--- src/rtl/alu_result_unit.sv ---
// Registered result-select stage with a sequential unsigned shift-add multiplier
// that owns the HI/LO register pair.
module alu_result_unit #(
   parameter int         WIDTH   = 32,
   parameter logic [5:0] F_ALU   = 6'd63,
   parameter logic [5:0] F_SHIFT = 6'd62,
   parameter logic [5:0] F_HI    = 6'd61,
   parameter logic [5:0] F_LO    = 6'd60,
   parameter logic [5:0] F_MULTU = 6'd25
) (
   input  logic             clk,
   input  logic             rst_n,
   input  logic [5:0]       signal,
   input  logic             valid_in,
   output logic             ready,
   input  logic [WIDTH-1:0] alu_in,
   input  logic [WIDTH-1:0] shift_in,
   input  logic [WIDTH-1:0] mul_a,
   input  logic [WIDTH-1:0] mul_b,
   output logic [WIDTH-1:0] result,
   output logic             result_valid,
   output logic             busy,
   output logic             mul_done,
   output logic [WIDTH-1:0] hi_out,
   output logic [WIDTH-1:0] lo_out,
   output logic             state_dbg
);

   localparam int CW = $clog2(WIDTH + 1);

   typedef enum logic {S_IDLE = 1'b0, S_MUL = 1'b1} state_t;

   state_t           state_q, state_d;
   logic [WIDTH-1:0] result_q, result_d;
   logic             result_valid_q, result_valid_d;
   logic             mul_done_q, mul_done_d;
   logic [WIDTH-1:0] hi_q, hi_d;
   logic [WIDTH-1:0] lo_q, lo_d;
   logic [WIDTH-1:0] acc_q, acc_d;
   logic [WIDTH-1:0] mplier_q, mplier_d;
   logic [WIDTH-1:0] mcand_q, mcand_d;
   logic [CW-1:0]    count_q, count_d;
   logic [WIDTH:0]   step_sum;

   // Handshake: an operation transfers on a rising edge where valid_in && ready;
   // ready depends only on state, so the issuer simply holds the operation until then.
   assign busy      = (state_q == S_MUL);
   assign ready     = !busy;
   assign state_dbg = state_q;

   assign result       = result_q;
   assign result_valid = result_valid_q;
   assign mul_done     = mul_done_q;
   assign hi_out       = hi_q;
   assign lo_out       = lo_q;

   // One shift-add step: the carry-out lands in the top of acc, the sum LSB in mplier.
   assign step_sum = {1'b0, acc_q} + {1'b0, (mplier_q[0] ? mcand_q : {WIDTH{1'b0}})};

   always_comb begin
      state_d        = state_q;
      result_d       = result_q;
      result_valid_d = 1'b0;
      mul_done_d     = 1'b0;
      hi_d           = hi_q;
      lo_d           = lo_q;
      acc_d          = acc_q;
      mplier_d       = mplier_q;
      mcand_d        = mcand_q;
      count_d        = count_q;
      case (state_q)
         S_IDLE: begin
            if (valid_in) begin
               if (signal == F_MULTU) begin
                  acc_d    = '0;
                  mplier_d = mul_b;
                  mcand_d  = mul_a;
                  count_d  = CW'(WIDTH);
                  state_d  = S_MUL;
               end else begin
                  result_valid_d = 1'b1;
                  if (signal == F_ALU)        result_d = alu_in;
                  else if (signal == F_SHIFT) result_d = shift_in;
                  else if (signal == F_HI)    result_d = hi_q;
                  else if (signal == F_LO)    result_d = lo_q;
                  else                        result_d = '0;
               end
            end
         end
         S_MUL: begin
            acc_d    = step_sum[WIDTH:1];
            mplier_d = {step_sum[0], mplier_q[WIDTH-1:1]};
            count_d  = count_q - CW'(1);
            if (count_q == CW'(1)) begin
               hi_d       = step_sum[WIDTH:1];
               lo_d       = {step_sum[0], mplier_q[WIDTH-1:1]};
               mul_done_d = 1'b1;
               state_d    = S_IDLE;
            end
         end
         default: state_d = S_IDLE;
      endcase
   end

   always_ff @(posedge clk) begin
      if (!rst_n) begin
         state_q        <= S_IDLE;
         result_q       <= '0;
         result_valid_q <= 1'b0;
         mul_done_q     <= 1'b0;
         hi_q           <= '0;
         lo_q           <= '0;
         acc_q          <= '0;
         mplier_q       <= '0;
         mcand_q        <= '0;
         count_q        <= '0;
      end else begin
         state_q        <= state_d;
         result_q       <= result_d;
         result_valid_q <= result_valid_d;
         mul_done_q     <= mul_done_d;
         hi_q           <= hi_d;
         lo_q           <= lo_d;
         acc_q          <= acc_d;
         mplier_q       <= mplier_d;
         mcand_q        <= mcand_d;
         count_q        <= count_d;
      end
   end

endmodule

--- config.mk ---
export PLATFORM = sky130hd
export DESIGN_NAME = alu_result_unit
export DESIGN_NICKNAME = d
export VERILOG_FILES = /design/src/rtl/alu_result_unit.sv
export SDC_FILE = /design/constraint.sdc
export NUM_CORES = 1
export LEC_CHECK = 0
export ABC_AREA = 1
export BUFFER_PORTS_ARGS = -buffer_cell sky130_fd_sc_hd__buf_2
export CORE_MARGIN = 2
export CORE_UTILIZATION = 30
export DETAILED_ROUTE_END_ITERATION = 16
export GPL_ROUTABILITY_DRIVEN = 0
export SYNTH_ARGS = -nofsm -noshare
export SYNTH_HDL_FRONTEND = slang
export SYNTH_SLANG_ARGS = --single-unit
--- constraint.sdc ---
create_clock -name clk -period 2.5 [get_ports clk]
set_input_delay 0.25 -clock clk [delete_from_list [all_inputs] [get_ports clk]]
set_output_delay 0.25 -clock clk [all_outputs]
set_load 0.01 [all_outputs]
==> implementation parameters <==
Parameter                              Value

Cells and area
  Final core utilization    about two fifths
  Area Overhead vs Synth    26.0%
  NumNets Final    a little under 2k
  Ant diodes    0
  Design Area, Final    13,200 um2
  Proportion of layout cells with a drive suffix above 1    around 18%

STA
  Worst-margin pin slew    926 ps
  Final period demand of the worst path    roughly 2300 ps
  Post-Route Skew    ~10 ps
  Number of hold-slack violations in the final timing report    0
  Setup repair after global routing missed its margin    false
  FMAX    between 400 and 500 MHz
  Final slew viol count    0
  Relative slew slack    about two fifths
  Post-route fraction of the period consumed by the critical path    between 90 and 100%
  Final-layout setup total negative slack    0 ps
  Final setup viols    0

Detailed routing
  Wire length per cell after detailed routing    16.0 um
  Number of nets still failing antenna checks after routing    0
  Via density per instance    between 4 and 5
  Number of vias after detailed routing    between 10k and 15k
  Detailed router's first-iteration violation count    ~620
  Number of detailed-route iterations in the first pass    7
  Total Wirelength    36,200 um
  Number of DRC violations after detailed routing    0

Yosys
  Commonest register cell after synthesis    dfxtp_1
  Distinct cell type count of the synthesized netlist    40
  Synthesis warning total    0
  Number of nets in the synthesized netlist    roughly 1.7k
  Number of synthesized register bits    between 200 and 250
  Number of instances in the synthesized netlist    1,557
  Netlist area before placement    between 10,000 and 15,000 um2
  Post-synth EDFFs    0
  Register area share after synthesis    between 30% and 40%
  Fraction of synthesis flops using an asynchronous set or reset pin    0%
  Synthesized area divided by synthesized cell count    ~6.7 um2

Job
  Max-cap violations    0

Clock tree
  TritonCTS clock tree    yes
  Maximum level of the CTS H-tree    1
  Buffers from clock root to sink, at most    3
  Count of clock tree sinks    201
  Insertion delay of the later-clocked pin in the worst-skew pair    slightly above 500 ps
  Clock slew at the register clock pins of the worst setup and hold paths    around 60 ps
  Num CTS Buffers    22
  Number of buffers inserted to repair setup after CTS    0
  Clock root buffer master    clkbuf_16

Outcome
  Outcome    completed

Floorplan
  Effective utilization at floorplan    a little under a third
  I/O pin total    around 240
  Die X    191 um
  Die area    ~36,000 um2
  Placeable core region    about 34,000 um2
  Std cell rows    68
  Die span in y    roughly 190 um

Placement
  Half-perimeter wire length after placement    about 27,000 um
  Count of buffers inserted at the top-level ports    approximately 240
  Placement-stage cell area    ~12,000 um2

Setup path
  Maximum fanout count along the critical path    4
  Data required time of the worst path    around 2900 ps
  Type of destination of the critical path    flop
  Critical Path Start Type    flop
  Data arrival time of the critical path    2740 ps
  Slack of the worst reg-to-reg path    200 ps
  Category of the critical setup timing path    flop to flop

Global route
  Overall global routing resource usage    about a fifth
  Vias in the first global route    10.3k
  Antenna violations before repair    0
  Wire length of the first global-routing pass    between 50,000 and 60,000 um
  Maximum number of pins on one net before global-route repair    102
  Overall overflow remaining after global route    0

Power
  Max VDD drop    between 0.3 and 0.4 mV
  Design Power    ~6.9 mW
  Leakage power total    roughly 6.3 nW
  Power per unit of standard cell area    ~520 nW/um2

Hold path
  Hold WC Path Type    input port to flop
[metal layers]
| layer | track usage [%] | part of all wire [%] |
|---|---|---|
| met4 | 4.74 | 2.1 |
| met5 | 0 | 0 |
| met2 | 32.5 | 45 |
| met1 | 25.9 | 46 |
| met3 | 2.83 | 6.4 |
[cells in the final DEF, fill, tap and decap left out, types with 2 or more instances in the layout]
cell	Yosys	layout
nand2_1	502	501
buf_2	21	237
inv_1	201	200
dfxtp_1	201	199
a21oi_1	193	193
o21ai_0	84	84
nand3_1	64	63
nor2_1	58	57
ha_1	34	34
a22oi_1	32	32
dlygate4sd3_1	0	32
clkbuf_16	0	24
o211ai_1	19	19
buf_4	13	17
o22ai_1	12	12
o21ai_1	9	9
inv_2	6	7
nor3_1	7	7
clkbuf_1	34	7
nand2_2	5	6
xor2_1	9	6
a22o_1	6	6
nand3_2	4	5
nand3b_1	5	5
clkbuf_8	0	5
buf_12	0	5
nand4_1	4	4
xnor2_1	4	4
o21bai_1	3	3
xor2_2	0	3
or2_1	3	3
a221oi_1	3	3
nor2_2	2	3
clkinv_2	0	3
or2_2	2	2
nor3_4	1	2
[final timing paths]
kind / start / cells past startpoint / endpoint
min: mul_a[9] / 3 / mcand_q[9]$_SDFFE_PN0P_
max: mplier_q[0]$_SDFFE_PN0P_ / 16 / acc_q[31]$_SDFFE_PN0P_
min reg2reg: mcand_q[17]$_SDFFE_PN0P_ / 2 / mcand_q[17]$_SDFFE_PN0P_
max reg2reg: mplier_q[0]$_SDFFE_PN0P_ / 16 / acc_q[31]$_SDFFE_PN0P_
[Yosys cell counts, drive strengths merged (6+ instances only)]
library cell | instances | share of area (%)
nand2 | 507 | 18
nor2 | 61 | 2.3
clkbuf | 36 | 1.3
o211ai | 19 | 1.4
buf | 40 | 2.3
a21oi | 193 | 9.3
ha | 34 | 4.1
inv | 207 | 7.4
nor3 | 10 | 0.68
nand3 | 68 | 3.5
xor2 | 9 | 0.75
or2 | 6 | 0.36
a22oi | 32 | 2.3
a22o | 6 | 0.50
o21ai | 93 | 4.5
dfxtp | 201 | 39
o22ai | 12 | 0.72
[what timing repair did]
item / in CTS / in global routing
endpoints found under the setup margin: 0 / 8
hold buffers: 31 / 1
hold endpoints to repair: 31 / 1
resized for setup: 0 / 8
[stage by stage]
stage | hold WS [ps] | worst slack [ps] | std cells
finish | 6.77 | 198 | 2268
global route | 10.3 | 0.844 | 2268
CTS | 0.827 | 170 | 2266
detailed placement | 458 | 193 | 2195
global placement | 453 | 187 | 2195
floorplan | 393 | 118 | 1557
[logic make-up after synthesis]
| kind of cell | synth area share, % |
|---|---|
| XOR/XNOR | 1.09 |
| buffers and inverters | 11.1 |
| adder cells (fa/ha/maj) | 4.27 |
| AND/OR/NAND/NOR | 25.8 |
| AO/OA/AOI/OAI | 19.3 |
| flip-flops | 38.5 |
[where the power goes]
part	internal (mW)	switching [mW]
sequential	3.24	0.0174
combinational	0.171	0.216
clock	1.94	1.31
total	5.35	1.54
[sequential cells by signal (all words and copies together), names as in the netlist]
name,count
lo_out,32
busy,1
mplier_q,32
mcand_q,32
mul_done,1
result_valid,1
acc_q,32
count_q,6
result,32
hi_out,32
[critical path: stages, from the launching register on]
cell	delay [ps]
dfxtp_4	400
nand2_1	70
inv_1	50
ha_1	210
inv_1	70
fa_1	400
inv_1	110
nand3_1	70
nand3_1	150
nand2_1	70
nand2_1	130
nand2_1	90
nand2_1	90
nand2_1	50
nand2_1	80
nand2_1	50
a21oi_1	130
[cell type report]
type                    instances  area (um2)
multi-input cells            1073        5300
fillers                      3667       21200
clock buffers                  35         671
flip-flops and latches        201        4030
inverters                     207         777
clock inverters                 5        53.8
repair buffers                292        1760
well taps                     455         569
Power figures use the tool's default switching activity.
